File: src/rtl/uart_tx_buf.sv
// rtl/uart_tx_buf.sv - UART transmitter with a one-byte holding register ahead of the shifter
// The holding register lets a second byte queue up so frames can run back to back.
module uart_tx_buf #(
  parameter int CLK_PER_BIT = 50,
  parameter int PARITY      = 0
) (
  input  logic       clk,
  input  logic       rst,
  output logic       tx,
  input  logic       block,
  output logic       busy,
  input  logic [7:0] data,
  input  logic       new_data
);

  localparam int            CW       = $clog2(CLK_PER_BIT);
  localparam logic [CW-1:0] CNT_LAST = CW'(CLK_PER_BIT - 1);
  localparam bit            PAR_EN   = (PARITY == 1) || (PARITY == 2);
  localparam bit            PAR_ODD  = (PARITY == 1);

  typedef enum logic [2:0] {S_IDLE, S_START, S_DATA, S_PARITY, S_STOP} state_t;

  state_t        state;
  logic [CW-1:0] cnt;
  logic [2:0]    bit_idx;
  logic [7:0]    shreg;
  logic          par_bit;
  logic          hold_full;
  logic [7:0]    hold_data;
  logic          bit_end;
  logic          launch;

  assign busy    = hold_full;
  assign bit_end = (cnt == CNT_LAST);
  // block only matters at the moment a new frame would begin
  assign launch  = hold_full && !block;

  always_ff @(posedge clk) begin
    if (rst) begin
      state     <= S_IDLE;
      cnt       <= '0;
      bit_idx   <= '0;
      shreg     <= '0;
      par_bit   <= 1'b0;
      hold_full <= 1'b0;
      hold_data <= '0;
      tx        <= 1'b1;
    end else begin
      if (new_data && !hold_full) begin
        hold_full <= 1'b1;
        hold_data <= data;
      end

      case (state)
        S_IDLE: begin
          tx  <= 1'b1;
          cnt <= '0;
          if (launch) begin
            state     <= S_START;
            tx        <= 1'b0;
            shreg     <= hold_data;
            par_bit   <= PAR_ODD ? ~^hold_data : ^hold_data;
            hold_full <= 1'b0;
          end
        end

        S_START: begin
          if (bit_end) begin
            cnt     <= '0;
            state   <= S_DATA;
            bit_idx <= '0;
            tx      <= shreg[0];
            shreg   <= shreg >> 1;
          end else begin
            cnt <= cnt + CW'(1);
          end
        end

        S_DATA: begin
          if (bit_end) begin
            cnt <= '0;
            if (bit_idx == 3'd7) begin
              if (PAR_EN) begin
                state <= S_PARITY;
                tx    <= par_bit;
              end else begin
                state <= S_STOP;
                tx    <= 1'b1;
              end
            end else begin
              bit_idx <= bit_idx + 3'd1;
              tx      <= shreg[0];
              shreg   <= shreg >> 1;
            end
          end else begin
            cnt <= cnt + CW'(1);
          end
        end

        S_PARITY: begin
          if (bit_end) begin
            cnt   <= '0;
            state <= S_STOP;
            tx    <= 1'b1;
          end else begin
            cnt <= cnt + CW'(1);
          end
        end

        S_STOP: begin
          if (bit_end) begin
            cnt <= '0;
            // chain straight into the next start bit when a byte is waiting
            if (launch) begin
              state     <= S_START;
              tx        <= 1'b0;
              shreg     <= hold_data;
              par_bit   <= PAR_ODD ? ~^hold_data : ^hold_data;
              hold_full <= 1'b0;
            end else begin
              state <= S_IDLE;
              tx    <= 1'b1;
            end
          end else begin
            cnt <= cnt + CW'(1);
          end
        end

        default: begin
          state <= S_IDLE;
          cnt   <= '0;
          tx    <= 1'b1;
        end
      endcase
    end
  end

endmodule

File: config.mk
export PLATFORM = sky130hd
export DESIGN_NAME = uart_tx_buf
export DESIGN_NICKNAME = d
export VERILOG_FILES = /design/src/rtl/uart_tx_buf.sv
export SDC_FILE = /design/constraint.sdc
export NUM_CORES = 1
export LEC_CHECK = 0
export BUFFER_PORTS_ARGS = -buffer_cell sky130_fd_sc_hd__buf_2
export CAP_MARGIN = 20
export CORE_MARGIN = 1.5
export CORE_UTILIZATION = 25
export DETAILED_ROUTE_END_ITERATION = 8
export PLACE_DENSITY_LB_ADDON = 0.12
export SLEW_MARGIN = 5
export SYNTH_ARGS = -nofsm -noshare
export SYNTH_HDL_FRONTEND = slang
export SYNTH_SLANG_ARGS = --single-unit
File: constraint.sdc
create_clock -name clk -period 2.62 [get_ports clk]
set_input_delay 0.524 -clock clk [delete_from_list [all_inputs] [get_ports clk]]
set_output_delay 0.524 -clock clk [all_outputs]
set_load 0.01 [all_outputs]
* Word-level counts from Yosys, hierarchy flattened
Cells that the tools add are included.
W data, S select, Z words.
** Storage, ports and cells
- Register bits after elaboration :: 30
- Input port bits :: 12
- Output and inout port bits :: 2
- Word-level logic and storage cells :: 65
** Operators by class
- $add $sub $neg :: 2
- Equality and inequality tests :: 13
- Mux-type cells :: 29
- Bitwise operators :: 1
- Reduce and logical (&&, ||, !) cells :: 13
** Operators with widths (count)
- $mux W8 :: 5
- $pmux W8 S4 :: 1
- $mux W3 :: 9
- $pmux W3 S5 :: 1
- $ne A2 B2 Y1 const B :: 7
- $mux W1 :: 10
- $reduce_and A4 Y1 :: 2
- $add A6 B1 Y6 const B :: 1
- $eq A3 B2 Y1 const B :: 2
- $eq A3 B3 Y1 const B :: 2
- $eq A6 B6 Y1 const B :: 1
- $pmux W3 S2 :: 1
- $reduce_and A6 Y1 :: 1
- $pmux W1 S5 :: 1
- $reduce_and A5 Y1 :: 1
- $reduce_bool A4 Y1 :: 1
- $reduce_or A4 Y1 :: 1
- $add A3 B1 Y3 const B :: 1
- $eq A3 B1 Y1 const B :: 1
- $logic_not A3 Y1 :: 1
- $reduce_or A3 Y1 :: 1
- $logic_and A1 B1 Y1 :: 2
- $logic_not A1 Y1 :: 2
- $pmux W1 S2 :: 1
- other kinds (2) :: 2

* Logic depth before layout (Yosys ltp)
- Depth after elaboration :: 6
- Mapped depth :: 7
- Depth with buffers taken out :: 6

* Worst setup path before layout
Ideal clock, no wire load.
- Path type :: flip-flop to flip-flop
- Start :: reg bit_idx[0]
- End :: reg shreg[2]
- Library setup time :: 0.080 ns
- Arrival :: 1.556 ns
- Required time :: 2.540 ns
- Slack :: 0.984 ns
- Cell stages (with the launch flop) :: 8
- Path buffers :: 1
- Period minus slack after synthesis :: 1.636 ns
- Path through :: dfxtp_1 > ha_1 > ha_1 > nor3b_1 > o211a_4 > buf_8 > a211oi_2 > a211oi_2
** Between the ends
- Longest elaborated chain between the ends :: 3
** RTL lines
- start, declared :: line 25 : logic [2:0] bit_idx;
- start signal, assigned :: line 91 : bit_idx <= bit_idx + 3'd1;
- $eq A3 B3 Y1 :: line 82 : if (bit_idx == 3'd7) begin
- $ne A2 B2 Y1 (no source line)
- $reduce_and A5 Y1 (no source line)
- end signal, assigned :: line 73 : shreg <= shreg >> 1;
- end signal, assigned :: line 93 : shreg <= shreg >> 1;
- end signal, assigned :: line 117 : shreg <= hold_data;
- end, declared :: line 26 : logic [7:0] shreg;
No other way between the ends.
A chain may end at the register's enable or synchronous reset.

* Worst setup path in the final report
Same ends and word-level chain as after synthesis.

==> flow_metrics.py <==
metrics = {
    "synth": {
        "yosysTopAreaCell": "dfxtp_1",
        "synth_edf_count": 0,
        "synth_ff_type": "dfxtp_1",
        "synth-seq-area-share": 0.389,
        "syn_area_sq_um": 1540,
        "ys_types": 44,
        "synth_fp_nets": 161,
        "ys_warn_count": 0,
        "synth.area.top_cells": "dfxtp_1 (39%), a211oi_2 (11%), mux2i_1 (9.7%)",
        "synth_top_area_share": 0.389,
        "syn_area_per_cell_sq_um": 10.6,
        "async_flop_share": 0,
        "synthCells": 145,
        "ys_seq_elements": 30,
    },
    "worst_setup_path": {
        "cp-end-kind": "flop",
        "worst-endpoint-arrival_ps": 2100,
        "worst_setup_path_start_kind": "flop",
        "worstPathRequired_ps": 2760,
        "critPathKind": "reg -> reg",
        "reg2reg_depth": 6,
        "path_max_fanout": 12,
    },
    "route": {
        "via_per_inst": 4.68,
        "dr.pass1.iters": 4,
        "vias": 1086,
        "ant_nets": 0,
        "routedWlPerCell_microns": 13.0,
        "drc": 0,
        "wl_microns": 3020,
        "drt_iter0_drc": 40,
    },
    "timing": {
        "slew_viol_final": 0,
        "slew_headroom": 0.537,
        "worst_slack_ps": 661,
        "worst_pin_slew_ps": 692,
        "max_freq_ghz": 0.511,
        "period_share": 0.748,
        "rsz0062_at_grt": "false",
        "setup_viol": 0,
        "tns_ps": 0,
        "skew_ps": 9.58,
        "finalCriticalPeriod_ps": 1960,
        "hold_viol": 0,
    },
    "clock_tree": {
        "cts_inserted_buffers": 5,
        "clock_tree.buffer_depth": 2,
        "cts_tree": "yes",
        "h-tree-depth": 2,
        "clk_latency_ps": 280,
        "clock-root-buffer": "clkbuf_8",
        "hold_buffers": 0,
        "cts_resized": 0,
        "cts_setup_buffers": 0,
        "clkSlewWorstSetupHoldPaths_ps": 70,
        "clock-sinks": 30,
    },
    "global_route": {
        "use_met1": 0.135,
        "grt-busiest-layer": "met2",
        "grt_pass1_wl_microns": 5020,
        "antenna_found_initial": 0,
        "grt_max_degree": 26,
        "grtUsageTotal": 0.102,
        "grt_pass1_vias": 1036,
        "grt_use_met2": 0.150,
        "globalRouteOverflowTotal": 0,
        "use_met3": 0.0300,
    },
    "die": {
        "fp.dieH_microns": 81.6,
        "initial_core_util": 0.259,
        "rows": 28,
        "io_pins": 14,
        "floorplan.die.width_microns": 81.6,
        "dieArea_sq_um": 6650,
        "core-area_sq_um": 5960,
    },
    "placed_design": {
        "dp_cells": 224,
        "gp_congestion": 0.685,
        "hpwl_microns": 2060,
        "dpl_cell_area_sq_um": 1620,
        "preCtsSetupSlack_ps": 689,
        "io_buffers": 13,
    },
    "flow_run": {
        "drv_cap": 0,
    },
    "power_and_ir_drop": {
        "p_leak_nw": 0.635,
        "ir_worst_vdd_mv": 0.158,
        "power_per_cell_area_nw_per_um2": 570,
    },
    "hold_path": {
        "hp-class": "reg -> reg",
        "worstHoldPathCells": 2,
    },
    "cells_and_area": {
        "layout.cells.most_common": "dfxtp_1",
        "nets": 172,
        "drive_gt1_frac": 0.287,
        "fin_cells": 232,
        "fin_area_sq_um": 1710,
        "final_cell_mix": "dfxtp_1 (30), nor2_1 (20), mux2i_1 (15), a211oi_2 (14), buf_2 (13)",
        "area_growth_pct": 11.1,
        "diodes": 0,
    },
    "run_status": {
        "status": "finished, final reports clean",
    },
}
sequential cells by signal, summed over array words and instances, names as in the netlist:
register / cells
bit_idx: 3
busy: 1
cnt: 6
hold_data: 8
shreg: 8
state: 3
tx: 1
cells by family (layout without fill, tap and decap cells):
group                    Yosys count  in the layout  synth area share
multiplexers                      16             16             0.105
XOR/XNOR                           5              5            0.0284
adder cells (fa/ha/maj)            4              4            0.0324
flip-flops                        30             30             0.389
AO/OA/AOI/OAI                     31             31             0.212
AND/OR/NAND/NOR                   45             45             0.165
buffers and inverters             14             26            0.0681
cells in the mapped netlist (3+ instances only):
library cell   n
xnor2_1        3
nand3_1        5
clkbuf_1       3
mux2i_1       15
ha_1           4
nor3b_1        3
a211oi_2      14
inv_1          3
a21oi_1        4
nand2_1        4
nor2_1        20
nor3_1         3
dfxtp_1       30
power by group:
group,total (mW),switching [mW],internal (mW),leakage [nW]
Combinational,0.100,0.0512,0.0489,0.343
Clock,0.385,0.174,0.212,0.0482
Sequential,0.492,0.0162,0.476,0.245
Total,0.978,0.241,0.737,0.635
layer usage:
metal  part of all wire  vias to the layer above
li1                   -                      544
met1               0.51                      515
met2               0.42                       21
met3              0.048                        6
met4              0.020                        0
met5                  0                        -
metrics by stage:
| step | total power, mW | hold WS (ps) | util |
|---|---|---|---|
| 2_1_floorplan | 0.579 | 429 | - |
| 3_3_place_gp | 0.602 | 445 | 0.272 |
| 3_5_place_dp | 0.604 | 457 | 0.272 |
| 4_1_cts | 0.993 | 466 | 0.288 |
| 5_1_grt | 1.03 | 479 | 0.288 |
| 6_report | 0.978 | 463 | 0.288 |
area by class of cell:
| class | count | area, sq um |
|---|---|---|
| clock buffers | 7 | 86.3 |
| well taps | 75 | 93.8 |
| clock inverters | 1 | 5.00 |
| repair buffers | 15 | 80.1 |
| fillers | 630 | 4240 |
| inverters | 3 | 11.3 |
| flip-flops and latches | 30 | 601 |
| multi-input cells | 101 | 837 |
worst max-delay path: stages (launching register included):
cell and delay [ps]:
dfxtp_1 320, ha_1 200, ha_1 210, nor3b_1 390
o211a_4 360, a21o_2 250, a211oi_2 100
path summary, 6_finish.rpt:
| kind | to | slack, ps | startpoint |
|---|---|---|---|
| setup reg to reg | shreg[2]$_SDFFE_PP0P_ | 660 | bit_idx[0]$_SDFFE_PP0P_ |
| hold reg to reg | bit_idx[2]$_SDFFE_PP0P_ | 460 | bit_idx[2]$_SDFFE_PP0P_ |
| hold / removal | bit_idx[2]$_SDFFE_PP0P_ | 460 | bit_idx[2]$_SDFFE_PP0P_ |
| setup / recovery | shreg[2]$_SDFFE_PP0P_ | 660 | bit_idx[0]$_SDFFE_PP0P_ |
(Power assumes the default switching activity.)
